### src/rtl/lcd16x2_rx.sv
// lcd16x2_rx: receiving end of an HD44780-style 8-bit LCD write bus.
//   Synchronises rs/e/data, decodes each completed write (E falling edge) as an
//   instruction or a DDRAM data write, and keeps a 32-char DDRAM shadow plus the
//   display-control / entry-mode state.
// Ports:
//   clk_i, rst_ni          clock, synchronous active-low reset
//   lcd_rs_i, lcd_e_i,     LCD bus inputs (asynchronous to clk_i)
//   lcd_data_i[7:0]
//   rd_addr_i[4:0]         shadow read address {line, col}
//   rd_char_o[7:0]         shadow char at rd_addr_i, 1-cycle latency
//   char_valid_o, char_o, char_pos_o   accepted data write
//   cmd_valid_o, cmd_o                 decoded instruction
//   disp_on_o, cursor_on_o, blink_o, incr_o   control state
//   busy_o                 clear sequence in progress
//   err_o                  short E, write while busy, or bad DDRAM address
// Output handshake: char_valid_o, cmd_valid_o and err_o are single-cycle valid
// pulses with no ready/backpressure; their payload (char_o, char_pos_o, cmd_o)
// is valid only in the cycle the pulse is high and holds its value afterwards.
module lcd16x2_rx #(
    parameter int          SYNC_STAGES = 2,
    parameter int          MIN_E_HIGH  = 2,
    parameter logic [7:0]  CLEAR_CHAR  = 8'h20
) (
    input  logic       clk_i,
    input  logic       rst_ni,
    input  logic       lcd_rs_i,
    input  logic       lcd_e_i,
    input  logic [7:0] lcd_data_i,
    input  logic [4:0] rd_addr_i,
    output logic [7:0] rd_char_o,
    output logic       char_valid_o,
    output logic [7:0] char_o,
    output logic [4:0] char_pos_o,
    output logic       cmd_valid_o,
    output logic [7:0] cmd_o,
    output logic       disp_on_o,
    output logic       cursor_on_o,
    output logic       blink_o,
    output logic       incr_o,
    output logic       busy_o,
    output logic       err_o
);

    typedef enum logic [1:0] {
        ST_CLEAR   = 2'd0,
        ST_IDLE    = 2'd1,
        ST_EHIGH   = 2'd2,
        ST_CAPTURE = 2'd3
    } state_t;

    localparam int             CW      = (MIN_E_HIGH < 2) ? 1 : $clog2(MIN_E_HIGH + 1);
    localparam logic [CW-1:0]  MIN_CNT = CW'(MIN_E_HIGH);

    // Input synchronisers; rs and data share E's depth so they line up with it.
    logic [SYNC_STAGES-1:0] e_sync;
    logic [SYNC_STAGES-1:0] rs_sync;
    logic [7:0]             data_sync [SYNC_STAGES];
    logic                   e_s;
    logic                   rs_s;
    logic [7:0]             data_s;

    always_ff @(posedge clk_i) begin
        if (!rst_ni) begin
            e_sync  <= '0;
            rs_sync <= '0;
            for (int i = 0; i < SYNC_STAGES; i++) data_sync[i] <= '0;
        end else begin
            e_sync       <= {e_sync[SYNC_STAGES-2:0], lcd_e_i};
            rs_sync      <= {rs_sync[SYNC_STAGES-2:0], lcd_rs_i};
            data_sync[0] <= lcd_data_i;
            for (int i = 1; i < SYNC_STAGES; i++) data_sync[i] <= data_sync[i-1];
        end
    end

    assign e_s    = e_sync[SYNC_STAGES-1];
    assign rs_s   = rs_sync[SYNC_STAGES-1];
    assign data_s = data_sync[SYNC_STAGES-1];

    state_t          state;
    logic [4:0]      clr_idx;
    logic [CW-1:0]   e_cnt;
    logic            e_prev;
    logic            lat_rs;
    logic [7:0]      lat_data;
    logic [6:0]      ac;
    logic            ac_ok;
    logic [6:0]      ac_step;

    assign busy_o = (state == ST_CLEAR);

    // Only 0x00-0x0F and 0x40-0x4F map onto the 2x16 shadow.
    assign ac_ok = (ac[5:4] == 2'b00);

    // Address counter step wraps line 0 end -> line 1 start and line 1 end -> line 0.
    always_comb begin
        ac_step = ac;
        if (incr_o) begin
            if (ac == 7'h0F)      ac_step = 7'h40;
            else if (ac == 7'h4F) ac_step = 7'h00;
            else                  ac_step = ac + 7'd1;
        end else begin
            if (ac == 7'h00)      ac_step = 7'h4F;
            else if (ac == 7'h40) ac_step = 7'h0F;
            else                  ac_step = ac - 7'd1;
        end
    end

    // DDRAM shadow: written by the clear sweep or by a legal data write.
    logic [7:0] mem [32];
    logic       mem_we;
    logic [4:0] mem_waddr;
    logic [7:0] mem_wdata;

    always_comb begin
        mem_we    = 1'b0;
        mem_waddr = clr_idx;
        mem_wdata = CLEAR_CHAR;
        if (state == ST_CLEAR) begin
            mem_we = 1'b1;
        end else if (state == ST_CAPTURE && lat_rs && ac_ok) begin
            mem_we    = 1'b1;
            mem_waddr = {ac[6], ac[3:0]};
            mem_wdata = lat_data;
        end
    end

    // Read-before-write: a same-cycle write to the read cell returns old data.
    always_ff @(posedge clk_i) begin
        if (rst_ni && mem_we) mem[mem_waddr] <= mem_wdata;
        rd_char_o <= mem[rd_addr_i];
    end

    always_ff @(posedge clk_i) begin
        if (!rst_ni) begin
            state        <= ST_CLEAR;
            clr_idx      <= '0;
            e_cnt        <= '0;
            e_prev       <= 1'b0;
            lat_rs       <= 1'b0;
            lat_data     <= '0;
            ac           <= '0;
            char_valid_o <= 1'b0;
            char_o       <= '0;
            char_pos_o   <= '0;
            cmd_valid_o  <= 1'b0;
            cmd_o        <= '0;
            disp_on_o    <= 1'b0;
            cursor_on_o  <= 1'b0;
            blink_o      <= 1'b0;
            incr_o       <= 1'b1;
            err_o        <= 1'b0;
        end else begin
            char_valid_o <= 1'b0;
            cmd_valid_o  <= 1'b0;
            err_o        <= 1'b0;
            e_prev       <= e_s;
            case (state)
                ST_CLEAR: begin
                    clr_idx <= clr_idx + 5'd1;
                    // A write completing while busy is flagged and dropped.
                    if (e_prev && !e_s) err_o <= 1'b1;
                    if (clr_idx == 5'd31) begin
                        state <= ST_IDLE;
                        ac    <= '0;
                    end
                end
                ST_IDLE: begin
                    if (e_s) begin
                        state    <= ST_EHIGH;
                        e_cnt    <= CW'(1);
                        lat_rs   <= rs_s;
                        lat_data <= data_s;
                    end
                end
                ST_EHIGH: begin
                    if (e_s) begin
                        if (e_cnt != MIN_CNT) e_cnt <= e_cnt + 1'b1;
                        lat_rs   <= rs_s;
                        lat_data <= data_s;
                    end else if (e_cnt < MIN_CNT) begin
                        err_o <= 1'b1;
                        state <= ST_IDLE;
                    end else begin
                        state <= ST_CAPTURE;
                    end
                end
                ST_CAPTURE: begin
                    state <= ST_IDLE;
                    if (!lat_rs) begin
                        cmd_valid_o <= 1'b1;
                        cmd_o       <= lat_data;
                        // Highest set bit selects the instruction.
                        casez (lat_data)
                            8'b1???????: ac <= lat_data[6:0];
                            8'b01??????: ;
                            8'b001?????: ;
                            8'b0001????: ;
                            8'b00001???: begin
                                disp_on_o   <= lat_data[2];
                                cursor_on_o <= lat_data[1];
                                blink_o     <= lat_data[0];
                            end
                            8'b000001??: incr_o <= lat_data[1];
                            8'b0000001?: ac <= '0;
                            8'b00000001: begin
                                ac      <= '0;
                                incr_o  <= 1'b1;
                                clr_idx <= '0;
                                state   <= ST_CLEAR;
                            end
                            default: ;
                        endcase
                    end else if (ac_ok) begin
                        char_valid_o <= 1'b1;
                        char_o       <= lat_data;
                        char_pos_o   <= {ac[6], ac[3:0]};
                        ac           <= ac_step;
                    end else begin
                        err_o <= 1'b1;
                    end
                end
                default: state <= ST_CLEAR;
            endcase
        end
    end

endmodule

### config.mk
export PLATFORM = sky130hd
export DESIGN_NAME = lcd16x2_rx
export DESIGN_NICKNAME = d
export VERILOG_FILES = /design/src/rtl/lcd16x2_rx.sv
export SDC_FILE = /design/constraint.sdc
export NUM_CORES = 1
export LEC_CHECK = 0
export ABC_AREA = 1
export BUFFER_PORTS_ARGS = -buffer_cell sky130_fd_sc_hd__buf_2
export CAP_MARGIN = 0
export CORE_UTILIZATION = 40
export CTS_CLUSTER_SIZE = 30
export DETAILED_ROUTE_END_ITERATION = 8
export PLACE_DENSITY = 0.67
export REMOVE_ABC_BUFFERS = 1
export SYNTH_ARGS = -nofsm -noshare
export SYNTH_HDL_FRONTEND = slang
export SYNTH_SLANG_ARGS = --single-unit
### constraint.sdc
create_clock -name clk_i -period 3.2 [get_ports clk_i]
set_input_delay 0.32 -clock clk_i [delete_from_list [all_inputs] [get_ports clk_i]]
set_output_delay 0.32 -clock clk_i [all_outputs]
set_load 0.01 [all_outputs]
# Word level (Yosys, flattened, before mapping)
# Memories as Yosys holds them, arrays and structs flattened. A register that Yosys moved wholly into a read port is not among the register bits.
# Cells that the tools add are included.
[word_totals] output_inout_bits=37 word_cells=119 ram_bits=272 register_bits=50 input_bits=17 memories=2
[memory_table] memory="mem" words=32 width=8 read_ports=1 rd_ports_with_merged_regs=1 write_ports=1 line="109" text="logic [7:0] mem [32];"
[memory_table] memory="data_sync" words=2 width=8 read_ports=2 rd_ports_with_merged_regs=1 write_ports=2 line="57" text="logic [7:0] data_sync [SYNC_STAGES];"
[classes] n_reduce_logical=25 eq_ne=21 order_cmp=1 n_addsub=4 muxes=45 bitwise_logic=3
[op_table] op="$mux 7" count=8
[op_table] op="$mux 8" count=4
[op_table] op="$pmux 7 s2" count=2
[op_table] op="$mux 5" count=4
[op_table] op="$reduce_and 3->1" count=6
[op_table] op="$mux 1" count=15
[op_table] op="$eq 7x7->1 const B" count=2
[op_table] op="$mux 2" count=7
[op_table] op="$ne 2x2->1 const B" count=6
[op_table] op="$pmux 5 s2" count=1
[op_table] op="$eq 8x1->1 const B" count=1
[op_table] op="$pmux 2 s4" count=1
[op_table] op="$reduce_and 4->1" count=2
[op_table] op="$add 7x1->7 const B" count=1
[op_table] op="$eq 7x1->1 const B" count=1
[op_table] op="$eq 7x4->1 const B" count=1
[op_table] op="$logic_not 7->1" count=1
[op_table] op="$sub 7x1->7 const B" count=1
[op_table] op="$eq 6x1->1 const B" count=1
[op_table] op="$reduce_and 2->1" count=3
[op_table] op="$reduce_bool 2->1" count=3
[op_table] op="$add 5x1->5 const B" count=1
[op_table] op="$eq 5x1->1 const B" count=1
[op_table] op="$eq 5x5->1 const B" count=1
[op_table] op="other kinds (16)" count=25

# Logic depth before layout (Yosys ltp)
# Gate-level depths: netlist of run 1.
[logic_depth] ltp_word=8 ltp_mapped=13 mapped_depth_nobuf=13

# Worst setup path after synthesis of run 1
# OpenSTA, ideal clock, no wires.
[synth_timing] path_kind="reg-to-reg" startpoint="register state[1]" endpoint="memory mem[0][0] (data pin)" period_less_slack_ps=2289 stages_incl_launch_ff=8 setup_slack_ps=911 setup_time_ps=351 required_ps=2849 t_arrival_ps=1938 path_buffers=2 path_cell_list="dfxtp_1 > ha_1 > buf_4 > nand2_2 > nor2_8 > nand2_4 > buf_6 > nor2_1"
[synth_via] elab_chain_len=5 elab_cells_between_ends=6 cone_classes="1 x eq/ne; 2 x mux; 3 x reduce/logical"
[synth_rtl] element="from (decl)" line="79" text="state_t state;"
[synth_rtl] element="from (signal assigned)" line="135" text="state <= ST_CLEAR;"
[synth_rtl] element="from (signal assigned)" line="163" text="state <= ST_IDLE;"
[synth_rtl] element="from (signal assigned)" line="169" text="state <= ST_EHIGH;"
[synth_rtl] element="$eq 2x2->1" line="120" text="end else if (state == ST_CAPTURE && lat_rs && ac_ok) begin"
[synth_rtl] element="$logic_and 1x1->1 (2 in series)" line="120"
[synth_rtl] element="$mux 8" line="120"
[synth_rtl] element="$mux 8 (*)" line="118" text="if (state == ST_CLEAR) begin"
[synth_rtl] element="via mem_wdata[0]" line="112" text="logic [7:0] mem_wdata;"
[synth_rtl] element="to (decl)" line="109"
# The timed path passes the listed nets; every way through them passes the cells marked *.

# Worst setup path in the final report of run 1
[layout_timing] startpoint="register state[1]" endpoint="memory mem[8][6] (enable)"
[layout_via] elab_chain_len=8 elab_cells_between_ends=11 cone_classes="1 x eq/ne; 6 x mux; 4 x reduce/logical"
[layout_rtl] element="$eq 2x2->1" line="120"
[layout_rtl] element="$logic_and 1x1->1 (2 in series)" line="120"
[layout_rtl] element="$mux 1" line="120"
[layout_rtl] element="$mux 1" line="118"
[layout_rtl] element="$logic_and 1x1->1" line="129" text="if (rst_ni && mem_we) mem[mem_waddr] <= mem_wdata;"
[layout_rtl] element="$mux 1" line="129"
[layout_rtl] element="$mux 1 (implied by the code)" line="129"
# Parallel ways exist; a longest one is shown, timed or not.

==> impl_metrics.yaml, run 1 <==
status:
  outcome: "finished clean"
drt:
  drc: 0
  dr_total_vias: 9601
  drt_iter0_drc: 1005
  dr.pass1.iters: 5
  post_drt_wl_per_cell_um: 17.76
  routed_wl_um: 32830
  viasPerCell: 5.195
  antenna_left: 0
worst_setup_path:
  cp_slowest_cell: "nor2_1"
  critPathCaptureType: "flop"
  setup.worst_path.class: "flop to flop"
  crit_arrival_ns: 3.05
  crit_path_start_kind: "flop"
  cp_max_fo: 8
  r2r_slack_ns: 0.29
  r2r_end: "mem[8][6]$_DFFE_PP_"
  crit_top_cell: "nand2_2"
  critPathMaxStageDelay_ns: 0.62
  rr_startpoint: "state[1]$_SDFFE_PN0P_"
  cp.required_ns: 3.33
  reg2reg_depth: 9
  crit_chain: "ha_1 -> nand2_2 -> nor2_8 -> inv_2 -> a21oi_1 -> inv_1 -> nor2_2 -> nand2_2 -> nor2_1"
synth:
  ys_ff_latch: 338
  ys_seq_area_share_pct: 68.40
  synthCells: 1304
  synth.distinct_cells: 36
  syn_area_per_cell_um2: 10.46
  synth_area_um2: 13640
  ys_warn_count: 0
timing:
  fin_ws_ns: 0.2860
  slew_headroom_pct: 50.94
  slew_violations: 0
  rsz0062_at_grt: "no"
  final-setup-viol-count: 0
  fin_tns_setup_ns: 0
  hold_violations: 0
  worstMarginPinSlew_ns: 0.7359
  fmax_mhz: 343.2
  skew_ns: 0.01166
  min_period_ns: 2.914
  timing.final.crit_share_pct: 91.06
floorplanning:
  die_height_um: 186.7
  die_x_um: 186.7
  dieArea_um2: 34840
  initial_utilization_pct: 40.68
  pin_count: 54
  core_region_area_um2: 33530
  rows: 67
finish:
  n_antenna_cell: 0
  nNetsFinal: 1400
  layout-drive-gt1-share_pct: 11.86
  regArea_um2: 9329
  final_cells: 1848
  areaGrowthSynthToFinish_pct: 15.45
  multi_input_area_um2: 3801
  fillers: 3099
power_and_ir_drop:
  ir_drop_uv: 401.6
  powerDensity_nw_per_um2: 574.5
  p_leak_nw: 6.161
cts:
  cts.clk_slew.worst_paths_ns: 0.06
  htree_levels: 2
  cts_tree: "built"
  cts_max_path_buffers: 3
  clk_latency_ns: 0.50
  clock_tree.root_cell: "clkbuf_16"
  post-cts-setup-buffers: 0
  cts_inserted_buffers: 35
  cts_resized: 0
  cts.sinks: 338
min_path:
  whs_endpoint: "data_sync[0][2]$_SDFF_PN0_"
  hold_path.class: "input port to flop"
  hp-start: "lcd_data_i[2]"
  hold_depth: 3
global_routing:
  grt_pass1_vias: 9286
  track_usage_pct: 18.77
  grt_first_pass_wirelength_um: 50960
  grt_antenna_before_repair: 0
  grt_start_max_net_pins: 129
  grt_overflow: 0
run:
  maxCapViolations: 0
place:
  gp_congestion: 0.9206
  hpwl_um: 20140
  io_buffer_count: 53
  dp.cells: 1776
  dpl_worst_slack_ns: 0.3297
-- final cells by class --
type                    instances  area share [%]
multi-input cells             833           24.14
clock buffers                  48           6.397
flip-flops and latches        338           59.24
inverters                      67           1.605
repair buffers                 99           4.275
clock inverters                15          0.7787
well taps                     448           3.560
-- per-stage QoR --
stage / total power [mW] / hold WS [ns] / instance area [um^2] / utilization [%]
after floorplan: 5.001 / 0.3900 / 13360 / -
after global placement: 5.177 / 0.3930 / 14530 / 43.32
after detailed placement: 5.182 / 0.3961 / 14530 / 43.32
after CTS: 9.101 / 0.001331 / 15750 / 46.96
after global routing: 9.311 / 0.03813 / 15750 / 46.96
final: 9.046 / 0.01333 / 15750 / 46.96
-- routing by layer --
| metal | wire length (um) | GRT usage (%) |
|---|---|---|
| met5 | 0 | 0 |
| met4 | 725 | 5.549 |
| met3 | 2328 | 3.009 |
| met2 | 15220 | 30.78 |
| met1 | 14560 | 25.69 |
-- worst max-delay path, delay by kind of cell (launching register included) --
family | cells | cell delay, ns
simple gates | 5 | 1.34
flops | 1 | 0.40
fa+ha+maj | 1 | 0.37
compound gates | 1 | 0.29
buf+inv | 2 | 0.14
-- worst max path at each step --
stage,start,endpoint,slack (ns)
final,state[1]$_SDFFE_PN0P_,mem[8][6]$_DFFE_PP_,0.29
after global routing,state[1]$_SDFFE_PN0P_,mem[3][5]$_DFFE_PP_,0.12
after CTS,state[1]$_SDFFE_PN0P_,mem[8][6]$_DFFE_PP_,0.32
after detailed placement,state[1]$_SDFFE_PN0P_,mem[8][6]$_DFFE_PP_,0.33
after global placement,state[1]$_SDFFE_PN0P_,mem[8][2]$_DFFE_PP_,0.43
after floorplan,rd_addr_i[0],rd_char_o[4]$_DFF_P_,0.47
-- timing repair --
action                     CTS  global route
setup endpoints to repair    0             0
hold endpoints to repair     9             0
hold buffers                 9             0
-- cell usage in the layout, fill, tap and decap left out, types with 7 or more instances in the layout --
| cell type | instances |
|---|---|
| nand2_1 | 374 |
| edfxtp_1 | 256 |
| nand3_1 | 182 |
| a21oi_1 | 89 |
| nor2_1 | 87 |
| dfxtp_1 | 82 |
| inv_1 | 60 |
| buf_2 | 52 |
| o21ai_0 | 38 |
| clkbuf_16 | 37 |
| buf_4 | 35 |
| clkinv_1 | 10 |
| a211oi_1 | 10 |
| nor2_2 | 9 |
| ha_1 | 9 |
| dlygate4sd3_1 | 9 |
| o31ai_1 | 8 |
| clkbuf_1 | 7 |
-- Yosys cell counts (all sizes together) --
master | instances | share of area, %
nand2 | 379 | 11
nor3b | 1 | 0.055
a31oi | 2 | 0.092
clkinv | 2 | 0.055
nand3 | 183 | 6.8
dfxtp | 82 | 12
edfxtp | 256 | 56
xor2 | 2 | 0.13
o31ai | 8 | 0.44
a21oi | 89 | 3.3
nor2 | 98 | 2.9
nand4 | 1 | 0.046
clkbuf | 32 | 0.88
o21a | 1 | 0.055
buf | 34 | 1.1
o211ai | 2 | 0.11
a211oi | 10 | 0.55
ha | 9 | 0.83
o21ai | 43 | 1.7
nor3 | 2 | 0.073
or2 | 2 | 0.092
inv | 65 | 1.8
o22ai | 1 | 0.046
-- kinds of logic after synthesis --
kind of cell             count (synthesis)  synth area share (%)
AO/OA/AOI/OAI                          156                 6.302
XOR/XNOR                                 2                0.1285
adder cells (fa/ha/maj)                  9                0.8256
buffers and inverters                  133                 3.862
flip-flops                             338                 68.40
AND/OR/NAND/NOR                        666                 20.48
-- flip-flops by register name, indices dropped and copies added (netlist names), 2 cells and up --
register	cells
data_sync	16
cmd_o	8
clr_idx	5
mem	256
char_pos_o	5
e_sync	2
state	2
char_o	8
rd_char_o	8
ac	7
rs_sync	2
e_cnt	2
lat_data	8
-- report_power, final --
group,leakage (nW),total (mW),internal [mW],switching [mW]
Combinational,2.24,0.385,0.115,0.270
Clock,0.554,3.95,2.36,1.58
Sequential,3.37,4.72,4.70,0.0144
Total,6.16,9.05,7.18,1.87
Note: power is estimated with default switching activity, not from simulation.
==> inputs of run 2 (changes only) <==
- ABC_AREA: 1 -> not set
==> impl_metrics.yaml, run 2 <==
status:
  outcome: "finished clean"
floorplanning:
  rows: 66
  die_height_um: 184.4
  initial_utilization_pct: 40.81
  pin_count: 54
  dieArea_um2: 34020
  core_region_area_um2: 32620
  die_x_um: 184.4
synth:
  syn_area_per_cell_um2: 16.29
  synthCells: 817
  netlist_top_cells_area: "edfxtp_1, mux4_2, dfxtp_1"
  synth_compound_area_share_pct: 4.211
  ys_warn_count: 0
  synth_fa_ha_area_share_pct: 0.8459
  yosysTopAreaCell: "edfxtp_1"
  synth.distinct_cells: 53
  synth_area_um2: 13310
  synth_edf_count: 256
  synth_top_family_by_area: "multiplexers"
  synthXorXnorAreaFrac_pct: 0.1974
  synth_most_common_cell: "edfxtp_1"
  ys.flop_type: "edfxtp_1"
  ys_seq_area_share_pct: 70.08
  synthMuxAreaShare_pct: 14.76
  ys_ff_latch: 338
  yosysTopAreaCellShare_pct: 57.74
  async_flop_share_pct: 0
  synthTopCellsByCount: "edfxtp_1, dfxtp_1, mux4_2, nand2_1, nor2_1"
  synthSimpleGateAreaFrac_pct: 7.848
drt:
  dr_total_vias: 7364
  antenna_left: 0
  routed_wl_um: 28250
  drt_iter0_drc: 606
  post_drt_wl_per_cell_um: 20.53
  viasPerCell: 5.352
  drc: 0
  dr.pass1.iters: 5
worst_setup_path:
  cp_max_fo: 11
  path_delay_family: "compound AO/OA/AOI/OAI gates"
  critPathCaptureType: "flop"
  crit_arrival_ns: 3.08
  critPathMaxStageDelay_ns: 0.85
  cp_slowest_cell: "o21ai_1"
  reg2reg_depth: 7
  cp.required_ns: 3.48
  worst-path-buf-inv: 1
  setup.worst_path.start: "state[0]$_SDFFE_PN0P_"
  crit_chain: "ha_1 -> and4bb_2 -> nand2b_1 -> nor3_1 -> o21ai_1 -> nor2_1 -> buf_4"
  crit_path_start_kind: "flop"
  setup.worst_path.class: "flop to flop"
  critical_path_depth: 7
  rr_startpoint: "state[0]$_SDFFE_PN0P_"
finish:
  reg.largest.list: "mem x256, data_sync x16"
  fillers: 2769
  layout-drive-gt1-share_pct: 26.23
  largest_reg_flops: 256
  top_register: "mem"
  n_antenna_cell: 0
  layout.cells.most_common_list: "edfxtp_1, dfxtp_1, mux4_2"
  areaGrowthSynthToFinish_pct: 15.78
  nNetsFinal: 934
  mostFrequentLayoutCell: "edfxtp_1"
power_and_ir_drop:
  finalPower_mw: 9.230
  powerDensity_nw_per_um2: 598.8
  ir_drop_uv: 336.6
  p_sw_mw: 2.124
  p_int_mw: 7.106
  switching_share_pct: 23.01
  p_leak_nw: 5.553
  pwr-share-seq_pct: 52.6
  pwr-share-clk_pct: 40.8
  power.share.combinational_pct: 6.6
global_routing:
  grt_overflow: 0
  grtUsageMet2_pct: 27.56
  grt_first_pass_wirelength_um: 43910
  grt_use_met1_pct: 23.50
  grtUsageMet3_pct: 3.359
  grt_busiest_layer: "met2"
  grt_start_max_net_pins: 65
  grt_antenna_before_repair: 0
  grt_pass1_vias: 7485
  track_usage_pct: 17.19
place:
  gp_congestion: 0.8373
  hpwl_um: 17540
  io_buffer_count: 53
cts:
  clock_tree.root_cell: "clkbuf_16"
  cts_inserted_buffers: 36
  clk_latency_ns: 0.52
  htree_levels: 2
  cts_tree: "built"
  cts_resized: 0
  post-cts-setup-buffers: 0
  cts.sinks: 338
  cts.clk_slew.worst_paths_ns: 0.06
  cts_max_path_buffers: 3
timing:
  timing.final.crit_share_pct: 87.66
  slew_violations: 0
  rsz0062_at_grt: "no"
  worstMarginPinSlew_ns: 1.197
  skew_ns: 0.03076
  hold_violations: 0
  slew_headroom_pct: 20.17
  fmax_mhz: 356.5
  min_period_ns: 2.805
  final-setup-viol-count: 0
  fin_tns_setup_ns: 0
min_path:
  hp-start: "lcd_e_i"
  hold_depth: 2
  hold_path.class: "input port to flop"
run:
  maxCapViolations: 0
==> run 2: power by group through the flow <==
stage	clock, mW	sequential (mW)	combinational (mW)
after floorplan	0	4.92	0.359
after global placement	0	4.95	0.604
after detailed placement	0	4.95	0.610
after CTS	3.84	4.85	0.616
after global routing	3.99	4.87	0.667
final	3.76	4.86	0.611
==> run 2: through the flow <==
stage	utilization [%]	cells	hold slack [ns]	setup WS, ns	area (um^2)
floorplan	-	762	0.3962	0.2444	13080
global placement	43.89	1308	0.4174	0.5001	14320
detailed placement	43.89	1308	0.4169	0.4266	14320
CTS	47.25	1376	0.002038	0.4313	15410
global route	47.25	1376	0.008212	0.2366	15410
finish	47.25	1376	0.02056	0.3947	15410
==> run 2: final timing paths <==
check / slack, ns / to
hold reg to reg: 0.42 / data_sync[1][2]$_SDFF_PN0_
setup reg to reg: 0.39 / mem[21][2]$_DFFE_PP_
setup / recovery: 0.39 / mem[21][2]$_DFFE_PP_
hold / removal: 0.02 / e_sync[0]$_SDFF_PN0_
==> run 2: cells by family after synthesis <==
| family | after synthesis |
|---|---|
| muxes | 95 |
| adders and majority gates | 9 |
| and+or+nand+nor | 215 |
| AOI/OAI and AO/OA | 92 |
| DFF | 338 |
| xor gates and xnor gates | 3 |
| buffers and inverters | 65 |
==> run 2: layer usage <==
metal	part of all wire [%]	vias to the layer above	wire, um
met5	0	-	0
li1	-	3341	-
met1	45	3737	12580
met3	5.5	60	1555
met2	47	226	13320
met4	2.8	0	800
==> run 2: worst reg2reg max path, stage by stage, from the launching register on <==
cell      delay, ns
dfxtp_1        0.34
ha_1           0.32
and4bb_2       0.30
nand2b_1       0.30
nor3_1         0.11
o21ai_1        0.85
nor2_1         0.13
buf_4          0.22
==> run 2: cell type report <==
cell class	instances	area (um^2)	share of cell area (%)
Tap cell	442	553.0	3.588
Clock buffer	43	927.1	6.015
Inverter	10	37.54	0.2435
Multi-Input combinational cell	414	3709	24.06
Clock inverter	21	130.1	0.8442
Sequential cell	338	9329	60.52
Timing Repair Buffer	108	728.2	4.724
==> run 2: repair_timing <==
| action | CTS | global route |
|---|---|---|
| hold buffers | 4 | 0 |
| endpoints found under the setup margin | 0 | 0 |
| endpoints found under the hold margin | 4 | 0 |
==> inputs of run 3 (changes only) <==
- CORE_ASPECT_RATIO: not set -> 0.8
- CTS_CLUSTER_DIAMETER: not set -> 60
==> impl_metrics.yaml, run 3 (synthesized netlist as in run 2, its figures left out) <==
floorplanning:
  rows: 59
  die_height_um: 165.2
  initial_utilization_pct: 40.80
  dieArea_um2: 34020
  core_region_area_um2: 32630
  die_x_um: 206.0
  pin_count: 54
timing:
  holdWs_ns: 0.2163
  final-setup-viol-count: 0
  skew_ns: 0.01850
  slew_violations: 0
  timing.final.crit_share_pct: 91.82
  min_period_ns: 2.938
  rsz0062_at_grt: "no"
  fin_tns_setup_ns: 0
  slew_headroom_pct: 18.74
  fmax_mhz: 340.3
  hold_violations: 0
  worstMarginPinSlew_ns: 1.219
place:
  io_buffer_count: 53
  hpwl_um: 18150
  placed_area_um2: 14300
  gp_congestion: 0.8696
finish:
  utilization_pct: 46.19
  nNetsFinal: 923
  areaGrowthSynthToFinish_pct: 13.21
  mostFrequentLayoutCell: "edfxtp_1"
  fillers: 2818
  layout.cells.most_common_list: "edfxtp_1, dfxtp_1, mux4_2"
  n_antenna_cell: 0
  reg.largest.list: "mem x256, data_sync x16"
  final_area_um2: 15070
  layout-drive-gt1-share_pct: 25.22
  top_register: "mem"
  largest_reg_flops: 256
worst_setup_path:
  setup.worst_path.start: "state[0]$_SDFFE_PN0P_"
  critPathCaptureType: "flop"
  setup.worst_path.class: "flop to flop"
  cp.required_ns: 3.36
  rr_startpoint: "state[0]$_SDFFE_PN0P_"
  cp_max_fo: 11
  crit_arrival_ns: 3.10
  crit_path_start_kind: "flop"
cts:
  clock_tree.root_cell: "clkbuf_16"
  htree_levels: 1
  cts_inserted_buffers: 19
  cts.sinks: 338
  post-cts-setup-buffers: 0
  cts_max_path_buffers: 3
  cts.clk_slew.worst_paths_ns: 0.11
  cts_tree: "built"
  clk_latency_ns: 0.52
global_routing:
  grt_overflow: 0
  grt_start_max_net_pins: 65
  grt_pass1_vias: 6991
  track_usage_pct: 17.05
  grt_first_pass_wirelength_um: 43220
  grt_antenna_before_repair: 1
drt:
  drt_iter0_drc: 801
  routed_wl_um: 28620
  post_drt_wl_per_cell_um: 21.44
  antenna_left: 0
  dr_total_vias: 7343
  dr.pass1.iters: 5
  viasPerCell: 5.500
  drc: 0
min_path:
  hp-start: "rd_addr_i[2]"
  hold_path.class: "input port to flop"
status:
  outcome: "finished clean"
power_and_ir_drop:
  p_leak_nw: 5.391
  ir_drop_uv: 302.8
  finalPower_mw: 8.291
  powerDensity_nw_per_um2: 550.1
run:
  maxCapViolations: 0
[run 3: path summary, 6_finish.rpt]
check / cells after the start / end / slack (ns)
setup reg to reg: 6 / mem[10][0]$_DFFE_PP_ / 0.26
hold / removal: 2 / rd_char_o[2]$_DFF_P_ / 0.22
hold reg to reg: 1 / data_sync[1][7]$_SDFF_PN0_ / 0.44
setup / recovery: 6 / mem[10][0]$_DFFE_PP_ / 0.26
[run 3: power breakdown]
part           switching [mW]  internal (mW)  total [mW]
Sequential             0.0818           4.77        4.85
Combinational           0.367          0.251       0.618
Clock                    1.53           1.30        2.83
[run 3: layer usage]
| layer | global-route usage (%) | vias up | part of all wire (%) |
|---|---|---|---|
| met4 | 3.008 | 2 | 1.5 |
| met5 | 0.1488 | - | 0.035 |
| met1 | 26.46 | 3731 | 46 |
| li1 | - | 3304 | - |
| met2 | 25.14 | 273 | 45 |
| met3 | 3.061 | 33 | 7.7 |
[run 3: timing repair]
| action | CTS | global route |
|---|---|---|
| hold buffers | 10 | 0 |
| hold endpoints to repair | 10 | 0 |
| gates resized for setup | 0 | 0 |
[run 3: final cells by class]
| class | count | area (um^2) | share of cell area, % |
|---|---|---|---|
| Clock buffer | 20 | 489.2 | 3.246 |
| Multi-Input combinational cell | 414 | 3709 | 24.61 |
| Timing Repair Buffer | 114 | 788.3 | 5.230 |
| Tap cell | 427 | 534.3 | 3.545 |
| Inverter | 10 | 37.54 | 0.2490 |
| Clock inverter | 12 | 185.2 | 1.229 |
| Sequential cell | 338 | 9329 | 61.90 |
[run 3: critical path, cell delays in order, from the launching register on]
cell and delay (ns):
dfxtp_1 0.40, ha_1 0.35, and4bb_2 0.33, nand2b_1 0.24
nor3_1 0.22, o21ai_1 0.37, nor2_1 0.68
[run 3: stage by stage]
| stage | instances | setup slack [ns] |
|---|---|---|
| after detailed placement | 1293 | 0.3335 |
| after floorplan | 762 | 0.2444 |
| final | 1335 | 0.2616 |
| after global routing | 1335 | 0.1181 |
| after CTS | 1335 | 0.3117 |
| after global placement | 1293 | 0.4446 |
